**config.mk**
```make
export PLATFORM = sky130hd
export DESIGN_NAME = bmp_stream_parser
export DESIGN_NICKNAME = d
export VERILOG_FILES = /design/src/rtl/bmp_stream_parser.sv
export SDC_FILE = /design/constraint.sdc
export NUM_CORES = 1
export LEC_CHECK = 0
export BUFFER_PORTS_ARGS = -buffer_cell sky130_fd_sc_hd__buf_2
export CAP_MARGIN = 5
export CORE_UTILIZATION = 35
export CTS_CLUSTER_SIZE = 30
export DETAILED_ROUTE_END_ITERATION = 10
export HOLD_SLACK_MARGIN = 0.15
export SLEW_MARGIN = 25
export SYNTH_ARGS = -nofsm -noshare
export SYNTH_HDL_FRONTEND = slang
export SYNTH_SLANG_ARGS = --single-unit
export TNS_END_PERCENT = 5
```
**constraint.sdc**
```tcl
create_clock -name clk -period 7 [get_ports clk]
set_clock_uncertainty 0.1 [all_clocks]
set_input_delay 2.1 -clock clk [delete_from_list [all_inputs] [get_ports clk]]
set_output_delay 2.1 -clock clk [all_outputs]
set_load 0.01 [all_outputs]
```
**src/rtl/bmp_stream_parser.sv**
```systemverilog
// BMP byte-stream parser: validates a 24-bit uncompressed BMP header, skips to
// the pixel data, and emits {R,G,B} framebuffer writes in raster order.
// Optional build macro BMP_TOPDOWN_EN: also accept top-down files (height = -V_ACTIVE).
//
// state   | meaning
// S_HDR   | capturing header bytes 0..53
// S_CHECK | one-cycle header validation
// S_SKIP  | discarding bytes up to the pixel-data offset
// S_PIX   | assembling B,G,R bytes into pixels
// S_PAD   | discarding row padding bytes
// S_DONE  | frame complete, terminal until reset
// S_ERR   | header rejected, terminal until reset
module bmp_stream_parser #(
  parameter int H_ACTIVE   = 640,
  parameter int V_ACTIVE   = 480,
  parameter int ADDR_WIDTH = 19
) (
  input  logic                  clk,
  input  logic                  rstn,
  input  logic                  in_valid,
  input  logic [7:0]            in_byte,
  output logic                  pix_we,
  output logic [ADDR_WIDTH-1:0] pix_addr,
  output logic [23:0]           pix_data,
  output logic                  hdr_ok,
  output logic                  done,
  output logic                  err,
  output logic [2:0]            err_code
);

  localparam int PAD = (4 - ((3 * H_ACTIVE) % 4)) % 4;
  localparam bit HAS_PAD = (PAD != 0);
  localparam logic [1:0] PAD_LAST = 2'((PAD + 3) % 4);
  localparam logic [ADDR_WIDTH-1:0] H_STEP      = ADDR_WIDTH'(H_ACTIVE);
  localparam logic [ADDR_WIDTH-1:0] COL_LAST    = ADDR_WIDTH'(H_ACTIVE - 1);
  localparam logic [ADDR_WIDTH-1:0] ROW_LAST    = ADDR_WIDTH'(V_ACTIVE - 1);
  localparam logic [ADDR_WIDTH-1:0] BASE_BOTTOM = ADDR_WIDTH'((V_ACTIVE - 1) * H_ACTIVE);

  typedef enum logic [2:0] {
    S_HDR, S_CHECK, S_SKIP, S_PIX, S_PAD, S_DONE, S_ERR
  } state_t;

  state_t state_q, state_d;
  logic [31:0] byte_cnt_q, byte_cnt_d;
  logic [15:0] sig_q, sig_d, bpp_q, bpp_d;
  logic [31:0] offset_q, offset_d, width_q, width_d, height_q, height_d, comp_q, comp_d;
  logic [1:0]  phase_q, phase_d, pad_cnt_q, pad_cnt_d;
  logic [7:0]  b_q, b_d, g_q, g_d;
  logic [ADDR_WIDTH-1:0] col_q, col_d, row_cnt_q, row_cnt_d, row_base_q, row_base_d;
  logic                  pix_we_q, pix_we_d, hdr_ok_q, hdr_ok_d, done_q, done_d, err_q, err_d;
  logic [ADDR_WIDTH-1:0] pix_addr_q, pix_addr_d;
  logic [23:0]           pix_data_q, pix_data_d;
  logic [2:0]            err_code_q, err_code_d;
  logic                  height_ok;
  logic                  topdown_q, topdown_d;

`ifdef BMP_TOPDOWN_EN
  assign height_ok = (height_q == 32'(V_ACTIVE)) || (height_q == 32'(-V_ACTIVE));
`else
  assign height_ok = (height_q == 32'(V_ACTIVE));
`endif

  // Next-state, header capture, pixel assembly and output strobes
  always_comb begin
    state_d    = state_q;
    byte_cnt_d = byte_cnt_q;
    sig_d      = sig_q;
    offset_d   = offset_q;
    width_d    = width_q;
    height_d   = height_q;
    bpp_d      = bpp_q;
    comp_d     = comp_q;
    phase_d    = phase_q;
    pad_cnt_d  = pad_cnt_q;
    b_d        = b_q;
    g_d        = g_q;
    col_d      = col_q;
    row_cnt_d  = row_cnt_q;
    row_base_d = row_base_q;
    topdown_d  = topdown_q;
    pix_we_d   = 1'b0;
    pix_addr_d = pix_addr_q;
    pix_data_d = pix_data_q;
    hdr_ok_d   = hdr_ok_q;
    done_d     = done_q;
    err_d      = err_q;
    err_code_d = err_code_q;
    case (state_q)
      S_HDR: if (in_valid) begin
        byte_cnt_d = byte_cnt_q + 32'd1;
        // Fields are little-endian: shift each new byte in from the top.
        if (byte_cnt_q <= 32'd1)                          sig_d    = {in_byte, sig_q[15:8]};
        if (byte_cnt_q >= 32'd10 && byte_cnt_q <= 32'd13) offset_d = {in_byte, offset_q[31:8]};
        if (byte_cnt_q >= 32'd18 && byte_cnt_q <= 32'd21) width_d  = {in_byte, width_q[31:8]};
        if (byte_cnt_q >= 32'd22 && byte_cnt_q <= 32'd25) height_d = {in_byte, height_q[31:8]};
        if (byte_cnt_q >= 32'd28 && byte_cnt_q <= 32'd29) bpp_d    = {in_byte, bpp_q[15:8]};
        if (byte_cnt_q >= 32'd30 && byte_cnt_q <= 32'd33) comp_d   = {in_byte, comp_q[31:8]};
        if (byte_cnt_q == 32'd53) state_d = S_CHECK;
      end
      S_CHECK: begin
        state_d = S_ERR;
        err_d   = 1'b1;
        if (sig_q != 16'h4D42)                              err_code_d = 3'd1;
        else if (width_q != 32'(H_ACTIVE) || !height_ok)    err_code_d = 3'd2;
        else if (bpp_q != 16'd24)                           err_code_d = 3'd3;
        else if (comp_q != 32'd0)                           err_code_d = 3'd4;
        else if (offset_q < 32'd54 || offset_q > 32'd65535) err_code_d = 3'd5;
        else begin
          err_d      = 1'b0;
          hdr_ok_d   = 1'b1;
          topdown_d  = height_q[31];
          row_base_d = height_q[31] ? '0 : BASE_BOTTOM;
          state_d    = (offset_q > 32'd54) ? S_SKIP : S_PIX;
        end
      end
      S_SKIP: if (in_valid) begin
        byte_cnt_d = byte_cnt_q + 32'd1;
        if (byte_cnt_d == offset_q) state_d = S_PIX;
      end
      S_PIX: if (in_valid) begin
        case (phase_q)
          2'd0: begin b_d = in_byte; phase_d = 2'd1; end
          2'd1: begin g_d = in_byte; phase_d = 2'd2; end
          default: begin
            phase_d    = 2'd0;
            pix_we_d   = 1'b1;
            pix_data_d = {in_byte, g_q, b_q};
            pix_addr_d = row_base_q + col_q;
            if (col_q == COL_LAST) begin
              col_d     = '0;
              row_cnt_d = row_cnt_q + 1'b1;
`ifdef BMP_TOPDOWN_EN
              row_base_d = topdown_q ? row_base_q + H_STEP : row_base_q - H_STEP;
`else
              row_base_d = row_base_q - H_STEP;
`endif
              if (row_cnt_q == ROW_LAST) begin
                state_d = S_DONE;
                done_d  = 1'b1;
              end else if (HAS_PAD) begin
                state_d   = S_PAD;
                pad_cnt_d = 2'd0;
              end
            end else begin
              col_d = col_q + 1'b1;
            end
          end
        endcase
      end
      S_PAD: if (in_valid) begin
        if (pad_cnt_q == PAD_LAST) begin
          state_d   = S_PIX;
          pad_cnt_d = 2'd0;
        end else begin
          pad_cnt_d = pad_cnt_q + 2'd1;
        end
      end
      default: ;
    endcase
  end

  // State and datapath registers with synchronous active-low reset
  always_ff @(posedge clk) begin
    if (!rstn) begin
      state_q    <= S_HDR;
      byte_cnt_q <= '0;
      sig_q      <= '0;
      offset_q   <= '0;
      width_q    <= '0;
      height_q   <= '0;
      bpp_q      <= '0;
      comp_q     <= '0;
      phase_q    <= '0;
      pad_cnt_q  <= '0;
      b_q        <= '0;
      g_q        <= '0;
      col_q      <= '0;
      row_cnt_q  <= '0;
      row_base_q <= '0;
      topdown_q  <= 1'b0;
      pix_we_q   <= 1'b0;
      pix_addr_q <= '0;
      pix_data_q <= '0;
      hdr_ok_q   <= 1'b0;
      done_q     <= 1'b0;
      err_q      <= 1'b0;
      err_code_q <= '0;
    end else begin
      state_q    <= state_d;
      byte_cnt_q <= byte_cnt_d;
      sig_q      <= sig_d;
      offset_q   <= offset_d;
      width_q    <= width_d;
      height_q   <= height_d;
      bpp_q      <= bpp_d;
      comp_q     <= comp_d;
      phase_q    <= phase_d;
      pad_cnt_q  <= pad_cnt_d;
      b_q        <= b_d;
      g_q        <= g_d;
      col_q      <= col_d;
      row_cnt_q  <= row_cnt_d;
      row_base_q <= row_base_d;
      topdown_q  <= topdown_d;
      pix_we_q   <= pix_we_d;
      pix_addr_q <= pix_addr_d;
      pix_data_q <= pix_data_d;
      hdr_ok_q   <= hdr_ok_d;
      done_q     <= done_d;
      err_q      <= err_d;
      err_code_q <= err_code_d;
    end
  end

  assign pix_we   = pix_we_q;
  assign pix_addr = pix_addr_q;
  assign pix_data = pix_data_q;
  assign hdr_ok   = hdr_ok_q;
  assign done     = done_q;
  assign err      = err_q;
  assign err_code = err_code_q;

endmodule

```
---- Word level (Yosys, flattened, before mapping) ----
Cells that the tools add are included.
storage, ports and cells
  register bits after elaboration ......... 322
  bits in latches ......................... 0
  bits in writable memories ............... 0
  ROM bits ................................ 0
  input port bits ......................... 11
  output and inout port bits .............. 50
  logic and storage cells ................. 153
  memories kept ........................... 0
operators by class
  $add $sub $neg .......................... 6
  multiply operators ...................... 0
  divide/modulo/power cells ............... 0
  magnitude comparators ................... 14
  equal/unequal tests ..................... 29
  shift operators ......................... 0
  mux-type cells .......................... 41
  bitwise logic cells ..................... 6
  reduce and logical (&&, ||, !) cells .... 35
operators by type and width
  cell                     number
  $mux W19                 10
  $ge A32 B5 Y1 const B    4
  $le A32 B5 Y1 const B    3
  $mux W3                  20
  $add A19 B1 Y19 const B  2
  $pmux W19 S2             1
  $add A32 B1 Y32 const B  1
  $eq A32 B32 Y1           1
  $eq A32 B6 Y1 const B    1
  $eq A32 B9 Y1 const B    1
  $ge A32 B4 Y1 const B    1
  $gt A32 B16 Y1 const B   1
  $gt A32 B6 Y1 const B    1
  $le A32 B1 Y1 const B    1
  $le A32 B4 Y1 const B    1
  $le A32 B6 Y1 const B    1
  $lt A32 B6 Y1 const B    1
  $ne A32 B10 Y1 const B   1
  $reduce_bool A32 Y1      1
  $ne A2 B2 Y1 const B     15
  $reduce_and A3 Y1        10
  $add A19 B19 Y19         1
  $eq A19 B10 Y1 const B   1
  $eq A19 B9 Y1 const B    1
  other kinds (28)         50

---- Logic depth before layout (Yosys ltp) ----
Gate-level depths: netlist of the first run.
  word-level depth ........................ 8
  depth in mapped cells ................... 11
  depth with buffers taken out ............ 10

---- Least setup slack after synthesis of the first run ----
OpenSTA, ideal clock, no wires.
  kind .................................... input port to flip-flop
  start point ............................. input port in_valid
  end point ............................... register row_cnt_q[17]
  setup time .............................. 0.128 ns
  arrival ................................. 3.863 ns
  data required time ...................... 6.772 ns
  slack ................................... 2.910 ns
  cell stages on the path ................. 9
  path buffers ............................ 1
  path through ............................ clkbuf_1 -> nand2_1 -> nor2_1 -> and3_2 -> and4_4 -> and4_4 -> and3b_1 -> xnor2_1 -> nor2_1
between the ends
  longest elaborated chain between the ends .. 1
ends and longest elaborated chain
  item                         line  source
  start: declaration           20    input logic in_valid,
  $reduce_and A4 Y1 (no line)  n/a
  end signal: assignment       202   row_cnt_q <= row_cnt_d;
  end: declaration             49    logic [ADDR_WIDTH-1:0] col_q, col_d, row_cnt_q, row_cnt_d, row_base_q, row_base_d;
No other way between the ends.
A chain may end at the register's enable or synchronous reset.

---- Worst setup path after layout of the first run ----
  start point ............................. input port in_valid
  end point ............................... register bpp_q[13]
between the ends
  longest elaborated chain between the ends .. 1
ends and longest elaborated chain
  item                         line  source
  $reduce_and A3 Y1 (no line)  n/a
  end signal: assignment       195   bpp_q <= bpp_d;
  end: declaration             45    logic [15:0] sig_q, sig_d, bpp_q, bpp_d;
No other way between the ends.

==> run_results.csv, run 1 <==
group,metric,value,unit
run_status,status,"complete, no violations",
die,num_rows,73,
critical_path,r2r_slack,3590,ps
synth,synth-edff-count,0,
synth,synth.cell_area,0.01435,mm2
die,io-pin-count,61,
timing,rsz0062_at_grt,"no",
cts,cts_tree,"yes",
route,final_antenna_net_count,0,
min_path,hold_class,"reg -> reg",
cts,cts_root_buffer,"clkbuf_16",
die,die_height,204.5,um
route,drt_iter0_drc,755,
cts,clk-insertion-delay-late,530,ps
cts,cts_hold_buf,0,
die,core,0.04010,mm2
final_layout,final_area,0.01603,mm2
pwr,ir_worst_vdd,0.0002036,V
pwr,clockPowerShare,48.9,%
global_routing,grt_max_degree,169,
synth,yosysSeqAreaShare,43.96,%
final_layout,drive_above_1_share,8.832,%
cts,cts_max_path_buffers,3,
synth,synth_nets,1696,
timing,fmax,244.8,MHz
global_routing,gr-total-overflow,0,
critical_path,crit_arrival,4380,ps
placed_design,dpl_cell_area,0.01491,mm2
final_layout,syn2layout_area_growth,11.77,%
synth,yosys_warnings,0,
cts,ctsResizeCount,0,
die,start_util,35.78,%
route,wl,34880,um
die,dieArea,0.04180,mm2
cts,cts_setup_buffers,0,
pwr,p_sw_share,21.74,%
timing,final-setup-viol-count,0,
placed_design,io_buffers,60,
pwr,p_per_area,229.9,mW/mm2
synth,yosysTopAreaCell,"dfxtp_1",
cts,cts_sinks,315,
global_routing,grt_pass1_wl,58040,um
route,drcViolationCount,0,
global_routing,antenna_found_initial,0,
synth,synthTopCellsByArea,"dfxtp_1, mux2i_1, nand2_1",
synth,synthTopCellsByCount,"dfxtp_1, nand2_1, nor2_1, mux2i_1, a21oi_1",
job,cap_violations,0,
timing,hold_viol,0,
cts,cts_buffers,35,
global_routing,use_met2,27.36,%
final_layout,post-route-util,39.99,%
pwr,intPower,2.884,mW
timing,post-route-period-util,58.37,%
route,routed_via_density,5.257,
placed_design,dpl.hpwl,23730,um
synth,ys_ff_latch,315,
synth,yosysUniqueCellTypes,69,
synth,avgSynthCellArea,8.611,um2
critical_path,cp_max_fo,16,
timing,timing.setup.tns,0,ps
route,drt_pass1_iterations,5,
cts,clkTransAtPathRegs,60,ps
synth,synthCells,1666,
route,wl_per_cell,15.77,um
route,vias,11630,
global_routing,top_usage_layer,"met2",
final_layout,antennaDiodeCount,0,
critical_path,critPathKind,"in -> reg",
critical_path,crit_path_start_kind,"primary input",
cts,cts.htree.levels,2,
final_layout,layout.nets,1692,
timing,max_slew_margin,35.75,%
pwr,p_total,3.686,mW
global_routing,globalRouteMet1Util,23.17,%
synth,synth.most_common_cell,"dfxtp_1",
timing,worstMarginPinSlew,963.7,ps
global_routing,met3_usage,2.152,%
pwr,p_sw,801.3,uW
synth,synthFlopType,"dfxtp_1",
critical_path,end_kind,"flop",
die,die_x,204.5,um
global_routing,grt_pass1_vias,11030,
global_routing,grt_usage,16.89,%
synth,async_flop_share,0,%
pwr,pwr-share-seq,49.0,%
placed_design,gp_congestion,0.8519,
pwr,p_leak,6.327,nW
timing,maxSlewViolCount,0,
synth,yosysTopAreaCellShare,43.96,%
critical_path,required,7300,ps
pwr,combPwrFrac,2.1,%
timing,fin_crit,4086,ps
## metrics by stage
stage	setup slack [ps]	cells	hold slack, ps
finish	2914	2212	351.5
floorplan	2910	1666	332.1
CTS	2917	2212	353.3
global route	2730	2212	374.1
global placement	2478	2150	339.1
detailed placement	2377	2150	346.6
## kinds of logic (layout without fill, tap and decap cells)
group / Yosys count / count (layout) / share of synthesized area [%]
adder cells (fa/ha/maj): 19 / 19 / 1.657
multiplexers: 132 / 132 / 9.210
XOR/XNOR: 110 / 110 / 6.716
AO/OA/AOI/OAI: 213 / 213 / 8.582
AND/OR/NAND/NOR: 751 / 751 / 25.98
flip-flops: 315 / 315 / 43.96
buffers and inverters: 126 / 147 / 3.899
## layout make-up
type                            instances  area, um2
Sequential cell                       315       6306
Timing Repair Buffer                   67      352.8
Clock buffer                           51      996.0
Tap cell                              525      656.9
Multi-Input combinational cell       1225       7523
Clock inverter                         11      123.9
Fill cell                            3957      24060
Inverter                               18      75.07
## power groups by stage
| stage | sequential, mW | clock [mW] | combinational (mW) |
|---|---|---|---|
| final | 1.80 | 1.80 | 0.0783 |
| after global routing | 1.80 | 1.92 | 0.0862 |
| after CTS | 1.80 | 1.85 | 0.0797 |
| after detailed placement | 1.84 | 0 | 0.0795 |
| after global placement | 1.84 | 0 | 0.0783 |
| after floorplan | 1.84 | 0 | 0.0575 |
## flip-flops by register name, summed over array words and instances (netlist names), 19 cells and up
name and cells:
byte_cnt_q 32, offset_q 32, row_cnt_q 19, comp_q 32, pix_data 24, pix_addr 19, height_q 32, col_q 19
width_q 32
## metal layers
| layer | share of wire (%) | wire length [um] |
|---|---|---|
| met5 | 0 | 0 |
| met4 | 2.4 | 835 |
| met3 | 3.2 | 1110 |
| met2 | 47 | 16290 |
| met1 | 48 | 16650 |
## placed cells by master, fill, tap and decap left out, drive strengths merged, types with 4 or more instances in the layout
master | Yosys | routed
clkinv | 0 | 7
a21o | 4 | 4
nor2b | 7 | 7
or4 | 4 | 4
nand4 | 46 | 46
o21a | 4 | 4
o211ai | 4 | 4
a21oi | 128 | 128
nand2 | 242 | 242
nand4b | 7 | 7
or3 | 22 | 22
nand2b | 4 | 4
nor4 | 61 | 61
xor2 | 52 | 52
and4 | 9 | 9
a211oi | 6 | 6
buf | 36 | 67
xnor2 | 58 | 58
o31ai | 7 | 7
inv | 18 | 20
nor3 | 21 | 21
o21ai | 33 | 33
nor4b | 17 | 17
a31oi | 6 | 6
and3 | 16 | 16
nand3 | 38 | 38
clkbuf | 72 | 51
nor2 | 236 | 236
mux2i | 132 | 132
ha | 19 | 19
and2 | 7 | 7
dfxtp | 315 | 315
## path summary, 6_finish.rpt
path	startpoint	to	cells after the start
worst max-delay path	in_valid	bpp_q[13]	7
worst min-delay path	b_q[3]	pix_data[3]	2
worst max register to register	byte_cnt_q[4]	state_q[2]	8
worst min register to register	b_q[3]	pix_data[3]	2
## critical path, stage by stage
cell	delay, ps
buf_2	150
nand2_1	300
nor4b_4	490
nand2_1	190
or3_1	790
mux2i_1	300
nor2_1	60
(Power assumes the default switching activity.)
==> run 2, diff against run 1 <==
clock period = 3.4 ns   (was 7 ns; I/O delays follow)
==> run 2 against run 1 <==
  * Cell count grew 1.4%
  * Clock power grew 130%
  * Hold slack lost 2.3 ps
  * Critical path depth grew 2
  * Non-clock buffer count grew 27
  * Global-route usage grew 0.47 points
  * Sequential power grew 110%
  * Critical endpoint is now bpp_q[6]
  * Largest power group is now the clock network
==> run_results.csv, run 2 (synthesized netlist as in run 1, its figures left out) <==
group,metric,value,unit
die,die_x,204.5,um
global_routing,grt_max_degree,107,
global_routing,antenna_found_initial,1,
min_path,hold_class,"reg -> reg",
critical_path,r2r-start,"byte_cnt_q[9]",
route,drcViolationCount,0,
die,dieArea,0.04180,mm2
die,num_rows,73,
die,die_height,204.5,um
cts,cts_hold_buf,0,
final_layout,fillerInstances,3997,
pwr,p_leak,6.540,nW
critical_path,path_cells,"nor4_1, nand4_1, nor2_1, nor4b_4, nand2_1, or3_1, buf_4, mux2i_1, nor2_1",
route,drt_pass1_iterations,5,
pwr,p_per_area,484.9,mW/mm2
route,drt_iter0_drc,676,
cts,cts_sinks,315,
critical_path,worstReg2RegEnd,"bpp_q[6]",
cts,cts_root_buffer,"clkbuf_16",
timing,final-setup-viol-count,0,
timing,fmax,327.4,MHz
job,cap_violations,0,
placed_design,io_buffers,60,
timing,worstMarginPinSlew,829.8,ps
timing,post-route-period-util,89.84,%
critical_path,crit_path_start,"byte_cnt_q[9]",
placed_design,gp_congestion,0.8800,
cts,cts_tree,"yes",
timing,fin_crit,3054,ps
timing,max_slew_margin,44.25,%
route,routed_via_density,5.223,
timing,timing.setup.tns,0,ps
critical_path,critPathKind,"reg -> reg",
cts,cts.htree.levels,2,
route,wl_per_cell,16.02,um
critical_path,required,3710,ps
critical_path,cp_max_fo,16,
global_routing,gr-total-overflow,0,
placed_design,place_ws,371.5,ps
cts,cts_buffers,35,
final_layout,layout.nets,1719,
die,io-pin-count,61,
placed_design,dpl.hpwl,24670,um
critical_path,crit_path_start_kind,"flop",
global_routing,grt_pass1_wl,59080,um
critical_path,end_kind,"flop",
global_routing,grt_pass1_vias,11190,
final_layout,layout_commonest_cell,"dfxtp_1",
cts,ctsResizeCount,0,
route,final_antenna_net_count,0,
cts,cts_setup_buffers,0,
timing,worst_slack,345.6,ps
timing,hold_viol,0,
timing,rsz0062_at_grt,"no",
die,core,0.04010,mm2
critical_path,crit_arrival,3370,ps
critical_path,reg2regPathDepth,9,
final_layout,drive_above_1_share,10.55,%
final_layout,final_cell_mix,"dfxtp_1, nand2_1, nor2_1, mux2i_1, a21oi_1",
cts,clkTransAtPathRegs,60,ps
final_layout,syn2layout_area_growth,14.42,%
critical_path,critPathCapture,"bpp_q[6]",
pwr,ir_worst_vdd,0.0003320,V
route,dr_wl_met3,1394,um
cts,cts_max_path_buffers,3,
route,dr_wl_met2,16070,um
route,wl_met1,17590,um
critical_path,crit_slowest_cell,"nor4_1",
timing,maxSlewViolCount,0,
critical_path,slowest_delay,570,ps
route,vias,11710,
critical_path,crit_top_cell,"nor2_1",
route,wl,35910,um
critical_path,r2r_slack,350,ps
route,routed.top_layer,"met4",
cts,clk-insertion-delay-late,540,ps
run_status,status,"complete, no violations",
die,start_util,35.78,%
global_routing,grt_usage,17.36,%
[run 2: cell count changes in the layout (fill, tap and decap cells not counted), sizes merged]
| cell | change |
|---|---|
| clkinv | -2 |
| bufinv | +2 |
| clkbuf | +3 |
| inv | -1 |
| diode | +1 |
| buf | +27 |
[run 2: worst max-delay path, delay by kind of cell (launching register included)]
family,cells,cell delay [ps]
mux,1,170
simple gates,7,2000
buf+inv,1,230
flops,1,440
[run 2: worst min path at each step]
| stage | from | endpoint | cells after the start |
|---|---|---|---|
| 2_1_floorplan | b_q[0] | pix_data[0] | 2 |
| 3_3_place_gp | pix_addr[11] | pix_addr[11] | 2 |
| 3_5_place_dp | pix_addr[11] | pix_addr[11] | 2 |
| 5_1_grt | pix_data[3] | pix_data[3] | 2 |
| 4_1_cts | pix_data[19] | pix_data[19] | 2 |
| 6_report | pix_data[12] | pix_data[12] | 2 |
[run 2: per-stage QoR]
stage               instances  utilization [%]  instance area [um2]  hold WS (ps)  power, mW
global route             2242            40.94                16420         372.2      8.219
finish                   2242            40.94                16420         349.2      7.960
detailed placement       2177            37.77                15150         342.3      3.967
global placement         2177            37.77                15150         340.2      3.964
CTS                      2241            40.93                16410         352.5      8.068
floorplan                1666                -                14350         332.1      3.910
[run 2: cell type report]
class                      count  area (um2)  share of cell area (%)
inverter                      18       75.07                  0.4573
antenna                        1       2.502                 0.01524
clock inverter                10       190.2                   1.159
tap                          525       656.9                   4.002
multi-input combinational   1225        7515                   45.78
timing repair buffer          94       593.1                   3.613
sequential                   315        6306                   38.41
clock buffer                  54        1077                   6.562
[run 2: report_power, final]
group	switching [mW]	leakage [nW]	internal, mW
Clock	1.57	0.623	2.51
Combinational	0.128	3.38	0.0449
Sequential	0.00957	2.54	3.70
[run 2: per-layer routing]
metal | global-route usage (%) | vias to the layer above
met5 | 0 | -
met4 | 5.784 | 0
met3 | 2.439 | 55
met2 | 27.42 | 186
met1 | 24.13 | 5620
li1 | - | 5850
